`src/rtl/gpio_cmd_master.sv`:
```
// gpio_cmd_master: initiator for the GPIO command protocol (setup/strobe/gap, read-back, start/end-of-process).
// Optional RUN_WAIT watchdog with sticky o_timeout: define GPIO_MASTER_TIMEOUT_EN.
module gpio_cmd_master #(
    parameter int unsigned SETUP_CYC   = 1,
    parameter int unsigned STROBE_CYC  = 2,
    parameter int unsigned GAP_CYC     = 2,
`ifdef GPIO_MASTER_TIMEOUT_EN
    parameter int unsigned TIMEOUT_CYC = 1048575,
`endif
    parameter int unsigned READ_LAT    = 2
) (
    input  logic        i_CLK,
    input  logic        i_rst,
    input  logic        i_cmdValid,
    input  logic [2:0]  i_cmdCode,
    input  logic [23:0] i_cmdData,
    output logic        o_cmdReady,
    output logic        o_cmdErr,
    output logic        o_GPIOvalid,
    output logic [2:0]  o_GPIOctrl,
    output logic [23:0] o_GPIOdata,
    input  logic [31:0] i_GPIOdata,
    input  logic        i_EoP,
    output logic        o_rspValid,
    output logic [31:0] o_rspData,
    output logic        o_busy,
`ifdef GPIO_MASTER_TIMEOUT_EN
    output logic        o_timeout,
`endif
    output logic        o_done
);

    localparam int unsigned CNT_W  = 16;
    localparam int unsigned CODE_W = 3;
    localparam int unsigned DATA_W = 24;
    localparam int unsigned RSP_W  = 32;

    localparam logic [CODE_W-1:0] CTRL_PARK = CODE_W'(3);
    localparam logic [CODE_W-1:0] CODE_READ = CODE_W'(3);
    localparam logic [CODE_W-1:0] CODE_RUN  = CODE_W'(4);

    typedef enum logic [2:0] {
        S_IDLE, S_SETUP, S_STROBE, S_GAP, S_RUN_WAIT, S_READ_WAIT
    } state_t;

    state_t             state, state_nxt;
    logic [CNT_W-1:0]   cnt;
    logic               eop_q;
    logic               eop_rise;
    logic               accept;
    logic               cmd_legal;
    logic               phase_end;

    logic               valid_nxt;
    logic [CODE_W-1:0]  ctrl_nxt;
    logic [DATA_W-1:0]  data_nxt;
    logic               rsp_valid_nxt;
    logic [RSP_W-1:0]   rsp_data_nxt;
    logic               err_nxt;
    logic               done_nxt;

`ifdef GPIO_MASTER_TIMEOUT_EN
    localparam int unsigned TMO_W = 20;
    logic [TMO_W-1:0]   tmo_cnt;
    logic               tmo_hit;
    logic               timeout_nxt;

    assign tmo_hit = (state == S_RUN_WAIT) && !eop_rise
                     && (tmo_cnt == TMO_W'(TIMEOUT_CYC - 1));
`endif

    assign accept    = i_cmdValid && (state == S_IDLE);
    assign cmd_legal = (i_cmdCode <= CODE_RUN);
    assign eop_rise  = i_EoP && !eop_q;

    // State, phase counter, EoP edge register and all registered outputs
    always_ff @(posedge i_CLK) begin
        if (i_rst) begin
            state       <= S_IDLE;
            cnt         <= '0;
            eop_q       <= 1'b0;
            o_cmdReady  <= 1'b1;
            o_cmdErr    <= 1'b0;
            o_GPIOvalid <= 1'b0;
            o_GPIOctrl  <= CTRL_PARK;
            o_GPIOdata  <= '0;
            o_rspValid  <= 1'b0;
            o_rspData   <= '0;
            o_busy      <= 1'b0;
            o_done      <= 1'b0;
`ifdef GPIO_MASTER_TIMEOUT_EN
            tmo_cnt     <= '0;
            o_timeout   <= 1'b0;
`endif
        end else begin
            state       <= state_nxt;
            cnt         <= (state_nxt != state) ? '0 : cnt + CNT_W'(1);
            eop_q       <= i_EoP;
            o_cmdReady  <= (state_nxt == S_IDLE);
            o_cmdErr    <= err_nxt;
            o_GPIOvalid <= valid_nxt;
            o_GPIOctrl  <= ctrl_nxt;
            o_GPIOdata  <= data_nxt;
            o_rspValid  <= rsp_valid_nxt;
            o_rspData   <= rsp_data_nxt;
            o_busy      <= (state_nxt != S_IDLE);
            o_done      <= done_nxt;
`ifdef GPIO_MASTER_TIMEOUT_EN
            tmo_cnt     <= (state == S_RUN_WAIT && state_nxt == S_RUN_WAIT) ? tmo_cnt + TMO_W'(1) : '0;
            o_timeout   <= timeout_nxt;
`endif
        end
    end

    // Next-state logic; a start-process command is recognised in SETUP by its ctrl code
    always_comb begin
        state_nxt = state;
        phase_end = 1'b0;
        unique case (state)
            S_IDLE: begin
                if (accept && cmd_legal)
                    state_nxt = (i_cmdCode == CODE_READ) ? S_READ_WAIT : S_SETUP;
            end
            S_SETUP: begin
                phase_end = (cnt == CNT_W'(SETUP_CYC - 1));
                if (phase_end)
                    state_nxt = (o_GPIOctrl == CODE_RUN) ? S_RUN_WAIT : S_STROBE;
            end
            S_STROBE: begin
                phase_end = (cnt == CNT_W'(STROBE_CYC - 1));
                if (phase_end) state_nxt = S_GAP;
            end
            S_GAP: begin
                phase_end = (cnt == CNT_W'(GAP_CYC - 1));
                if (phase_end) state_nxt = S_IDLE;
            end
            S_READ_WAIT: begin
                phase_end = (cnt == CNT_W'(READ_LAT - 1));
                if (phase_end) state_nxt = S_IDLE;
            end
            S_RUN_WAIT: begin
                if (eop_rise) state_nxt = S_IDLE;
`ifdef GPIO_MASTER_TIMEOUT_EN
                if (tmo_hit) state_nxt = S_IDLE;
`endif
            end
            default: state_nxt = S_IDLE;
        endcase
    end

    // Next values of the registered outputs
    always_comb begin
        valid_nxt     = (state_nxt == S_STROBE);
        ctrl_nxt      = o_GPIOctrl;
        data_nxt      = o_GPIOdata;
        rsp_valid_nxt = 1'b0;
        rsp_data_nxt  = o_rspData;
        err_nxt       = 1'b0;
        done_nxt      = 1'b0;
        if (accept) begin
            if (cmd_legal) begin
                ctrl_nxt = i_cmdCode;
                data_nxt = i_cmdData;
            end else begin
                err_nxt = 1'b1;
            end
        end
        // Park whenever no command is driving the slave
        if (state != S_IDLE && (state_nxt == S_IDLE || state_nxt == S_RUN_WAIT))
            ctrl_nxt = CTRL_PARK;
        if (state == S_READ_WAIT && state_nxt == S_IDLE) begin
            rsp_valid_nxt = 1'b1;
            rsp_data_nxt  = i_GPIOdata;
        end
        if (state == S_RUN_WAIT && eop_rise)
            done_nxt = 1'b1;
`ifdef GPIO_MASTER_TIMEOUT_EN
        timeout_nxt = o_timeout | tmo_hit;
`endif
    end

endmodule

```
`config.mk`:
```
export PLATFORM = sky130hd
export DESIGN_NAME = gpio_cmd_master
export DESIGN_NICKNAME = d
export VERILOG_FILES = /design/src/rtl/gpio_cmd_master.sv
export SDC_FILE = /design/constraint.sdc
export NUM_CORES = 1
export LEC_CHECK = 0
export CAP_MARGIN = 0
export CORE_MARGIN = 2
export CORE_UTILIZATION = 40
export DETAILED_ROUTE_END_ITERATION = 10
export PLACE_DENSITY_LB_ADDON = 0.25
export SLEW_MARGIN = 30
export SYNTH_ARGS = -nofsm -noshare
export SYNTH_HDL_FRONTEND = slang
export SYNTH_SLANG_ARGS = --single-unit
```
`constraint.sdc`:
```
create_clock -name i_CLK -period 1.8 [get_ports i_CLK]
set_clock_uncertainty 0.05 [all_clocks]
set_input_delay 0.27 -clock i_CLK [delete_from_list [all_inputs] [get_ports i_CLK]]
set_output_delay 0.27 -clock i_CLK [all_outputs]
set_load 0.1 [all_outputs]
```
==> summary.md <==
| Metric | Value |
|---|---|
| Status | `finished with violations` |
| Failing checks | `setup timing` |
| Hold EP | `o_GPIOctrl[0]$_SDFFE_PP1P_` |
| Multi-input logic area | `between 1500 and 2000 sq um` |
| Total GRT Usage | `around a fifth` |
| Clock Sinks | `85` |
| First DRT Iteration DRCs | `around 140` |
| Worst path max stage delay | `roughly 0.45 ns` |
| Top Ports | `128` |
| CORE AREA | `8220 sq um` |
| Synth area leader | `dfxtp_1` |
| Startpoint Class | `flip-flop` |
| Die Footprint | `9240 sq um` |
| Final setup violation count | `34` |
| CP Class | `flip-flop to flip-flop` |
| Reg area | `1730 sq um` |
| DP HPWL | `6.55 mm` |
| Final setup margin | `-0.0534 ns` |
| Worst-Skew Late Latency | `around 0.35 ns` |
| CTS H-Tree Depth | `3` |
| Synth cell count leaders | `nand2_1 (123), dfxtp_1 (85), a21oi_1 (59)` |
| Primary FF master, synth | `dfxtp_1` |
| Final wirelength | `about 9.6 mm` |
| Critical path fanouts, max | `8` |
| Headroom to the max-slew limit | `roughly 57%` |
| Global-route wire length before repair | `14.0 mm` |
| # hold bufs at CTS | `0` |
| Cell variety after synth | `48` |
| Routability cong. | `just over 0.8` |
| Max Clock Freq | `0.540 GHz` |
| Starting Density | `between 40% and 50%` |
| Mapped Cells | `404` |
| CTS buffer count | `9` |
| ANT nets after route | `0` |
| Total leakage power | `2.29 nW` |
| Worst hold stages | `3` |
| Hold Vio Cnt, Final | `0` |
| IO Port Bufs | `127` |
| Die Width | `96.1 um` |
| ANT cells | `0` |
| Synth top area cells | `dfxtp_1 (50%), nand2_1 (14%), a21oi_1 (8.7%)` |
| CTS max path bufs | `2` |
| Post-route DRC | `0` |
| WL/cell | `14.1 um` |
| Grt ovf | `0` |
| # fillers | `about 640` |
| Sequential area share after synthesis | `between 50 and 60%` |
| Total power | `4.83 mW` |
| Power per cell area | `838 nW/um^2` |
| Yosys warning count | `0` |
| Vias per inst | `4.95` |
| Worst Tran Pin Value | `around 0.65 ns` |
| CP endpoint kind | `flip-flop` |
| Initial antenna violation count | `0` |
| Count leader, synth | `nand2_1` |
| Root buf cell | `clkbuf_8` |
| TritonCTS clock tree | `built` |
| Syn_area_per_cell | `8.40 sq um` |
| Mapped Area | `3390 sq um` |
| CP Data Arrival Time | `2.10 ns` |
| RSZ-0062 raised after global routing | `true` |
| Final Max Slew Viols | `0` |
| Worst Reg-to-Reg Cells | `7` |
| Area Overhead vs Synth | `69.7%` |
| TritonRoute pass-1 iters | `5` |
| Setup Total Neg Slack | `-0.792 ns` |
| Period utilization | `103%` |
| Worst path cell trace | `inv_2 -> ha_2 -> and3_1 -> a211o_1 -> a221o_2 -> clkbuf_16 -> nor2_2` |
| CP max-delay cell | `a221o_2` |
| Top-area cell type share of the netlist area | `50.1%` |
| Row Count | `33` |
| Worst path required time | `a little over 2 ns` |
| RR Startpoint | `cnt[0]$_SDFF_PP0_` |
| Vias in the first global route | `3032` |
| IR Drop Worst-Case VDD | `0.000431 V` |
| Worst hold path class | `input port to flip-flop` |
| Share of cells above drive strength 1 | `33.1%` |
| FF-to-FF setup slack | `-0.05 ns` |
| Hold Startpoint | `i_rst` |
| Post-synth ARST share | `0%` |
| Layout net count | `635` |
| Seq cells post-synth | `85` |
| Largest net degree at the start of global routing | `64` |
| Post-synth EDFFs | `0` |
| Max-cap violations | `0` |
| Worst r2r dst | `cnt[12]$_SDFF_PP0_` |
| Die H | `approximately 96 um` |
| Mapped Nets | `470` |
| Clk slew on worst S/H paths | `about 0.09 ns` |
| Min Clock Period, post-route | `1.85 ns` |
| Total number of vias | `3360` |
layout make-up:
class,instances,area share [%]
inverter,8,0.521
clock buffer,10,2.22
clock inverter,6,1.22
sequential,85,30.0
timing repair buffer,179,34.2
tap,105,2.28
multi-input combinational,286,29.6
metal layers:
metal / vias up / routed length [um] / GRT usage, %
li1: 1682 / - / -
met1: 1558 / 3880 / 23.6
met2: 106 / 4770 / 32.0
met3: 14 / 801 / 6.26
met4: 0 / 97 / 6.19
met5: - / 0 / 0
worst max-delay path by stage:
stage,slack (ns),cells past startpoint,end,from
final,-0.05,7,cnt[12]$_SDFF_PP0_,cnt[0]$_SDFF_PP0_
after global routing,-0.17,10,o_rspData[8]$_SDFFE_PP0P_,cnt[1]$_SDFF_PP0_
after CTS,-0.01,7,cnt[14]$_SDFF_PP0_,cnt[0]$_SDFF_PP0_
after detailed placement,-0.30,7,cnt[4]$_SDFF_PP0_,i_cmdValid
after global placement,-0.29,7,cnt[14]$_SDFF_PP0_,i_cmdValid
after floorplan,-0.09,6,cnt[0]$_SDFF_PP0_,o_GPIOctrl[2]$_SDFFE_PP0P_
critical path, delay by kind of cell (launching register included):
| kind | cells | cell delay, ns |
|---|---|---|
| compound gates | 2 | 0.73 |
| simple gates | 2 | 0.23 |
| flops | 1 | 0.37 |
| fa+ha+maj | 1 | 0.20 |
| buf+inv | 2 | 0.23 |
state kept, by name (all words and copies together) (netlist names):
name and cells:
cnt 16, eop_q 1, o_GPIOctrl 3, o_GPIOdata 24, o_GPIOvalid 1, o_busy 1
o_cmdErr 1, o_cmdReady 1, o_done 1, o_rspData 32, o_rspValid 1, state 3
kinds of logic after synthesis:
| kind of cell | count (synthesis) | share of synthesized area, % |
|---|---|---|
| simple gates | 191 | 26.8 |
| flops | 85 | 50.1 |
| compound gates | 78 | 13.2 |
| xor+xnor | 14 | 3.61 |
| buf+inv | 33 | 5.12 |
| fa+ha+maj | 3 | 1.11 |
power by group:
| part | total [mW] | internal (mW) | switching (mW) |
|---|---|---|---|
| clock network | 1.36 | 0.655 | 0.702 |
| registers | 2.05 | 1.97 | 0.0806 |
| logic | 1.42 | 0.580 | 0.841 |
| total | 4.83 | 3.20 | 1.62 |
per-stage QoR:
| stage | worst slack (ns) | instances | area [sq um] | util (%) | hold WS [ns] |
|---|---|---|---|---|---|
| 6_report | -0.0534 | 679 | 5760 | 70.1 | 0.184 |
| 5_1_grt | -0.169 | 679 | 5760 | 70.1 | 0.185 |
| 4_1_cts | -0.0137 | 673 | 5550 | 67.5 | 0.163 |
| 3_5_place_dp | -0.301 | 657 | 5270 | 64.2 | 0.399 |
| 3_3_place_gp | -0.287 | 657 | 5270 | 64.2 | 0.393 |
| 2_1_floorplan | -0.0941 | 404 | 3420 | - | 0.349 |
cells in the final DEF (no fill, tap or decap), types with 2 or more instances in the layout:
cell type        synthesis  final
and3_1                   7      7
dfxtp_4                  0      4
buf_4                    0     79
nand2b_1                 3      3
clkbuf_16                0      3
nor2_1                  11      6
xnor2_1                  8      7
clkbuf_8                 0      9
and2_4                   0      2
a21oi_1                 59     56
dfxtp_2                  0      8
nand3_1                  5      5
nor2b_1                  3      3
nor2_4                   0      6
a211o_1                  2      2
nand2_1                123    120
dfxtp_1                 85     73
xor2_1                   6      6
nor4_4                   0      2
inv_2                    0      2
nand4_1                  6      6
clkdlybuf4s50_1          0     61
buf_12                   0     33
o21ai_0                  2      2
a21oi_2                  0      3
nand2_2                  0      2
and3b_1                  3      3
nor3_1                   4      3
nor2_2                  10      9
inv_1                    8      6
inv_6                    0      2
timing repair:
item / CTS / global route
gates resized for setup: 22 / 27
pin swaps: 2 / 11
setup endpoints to repair: 52 / 57
gates cloned: 0 / 3
buffers inserted: 0 / 3
Note: power is estimated with default switching activity, not from simulation.
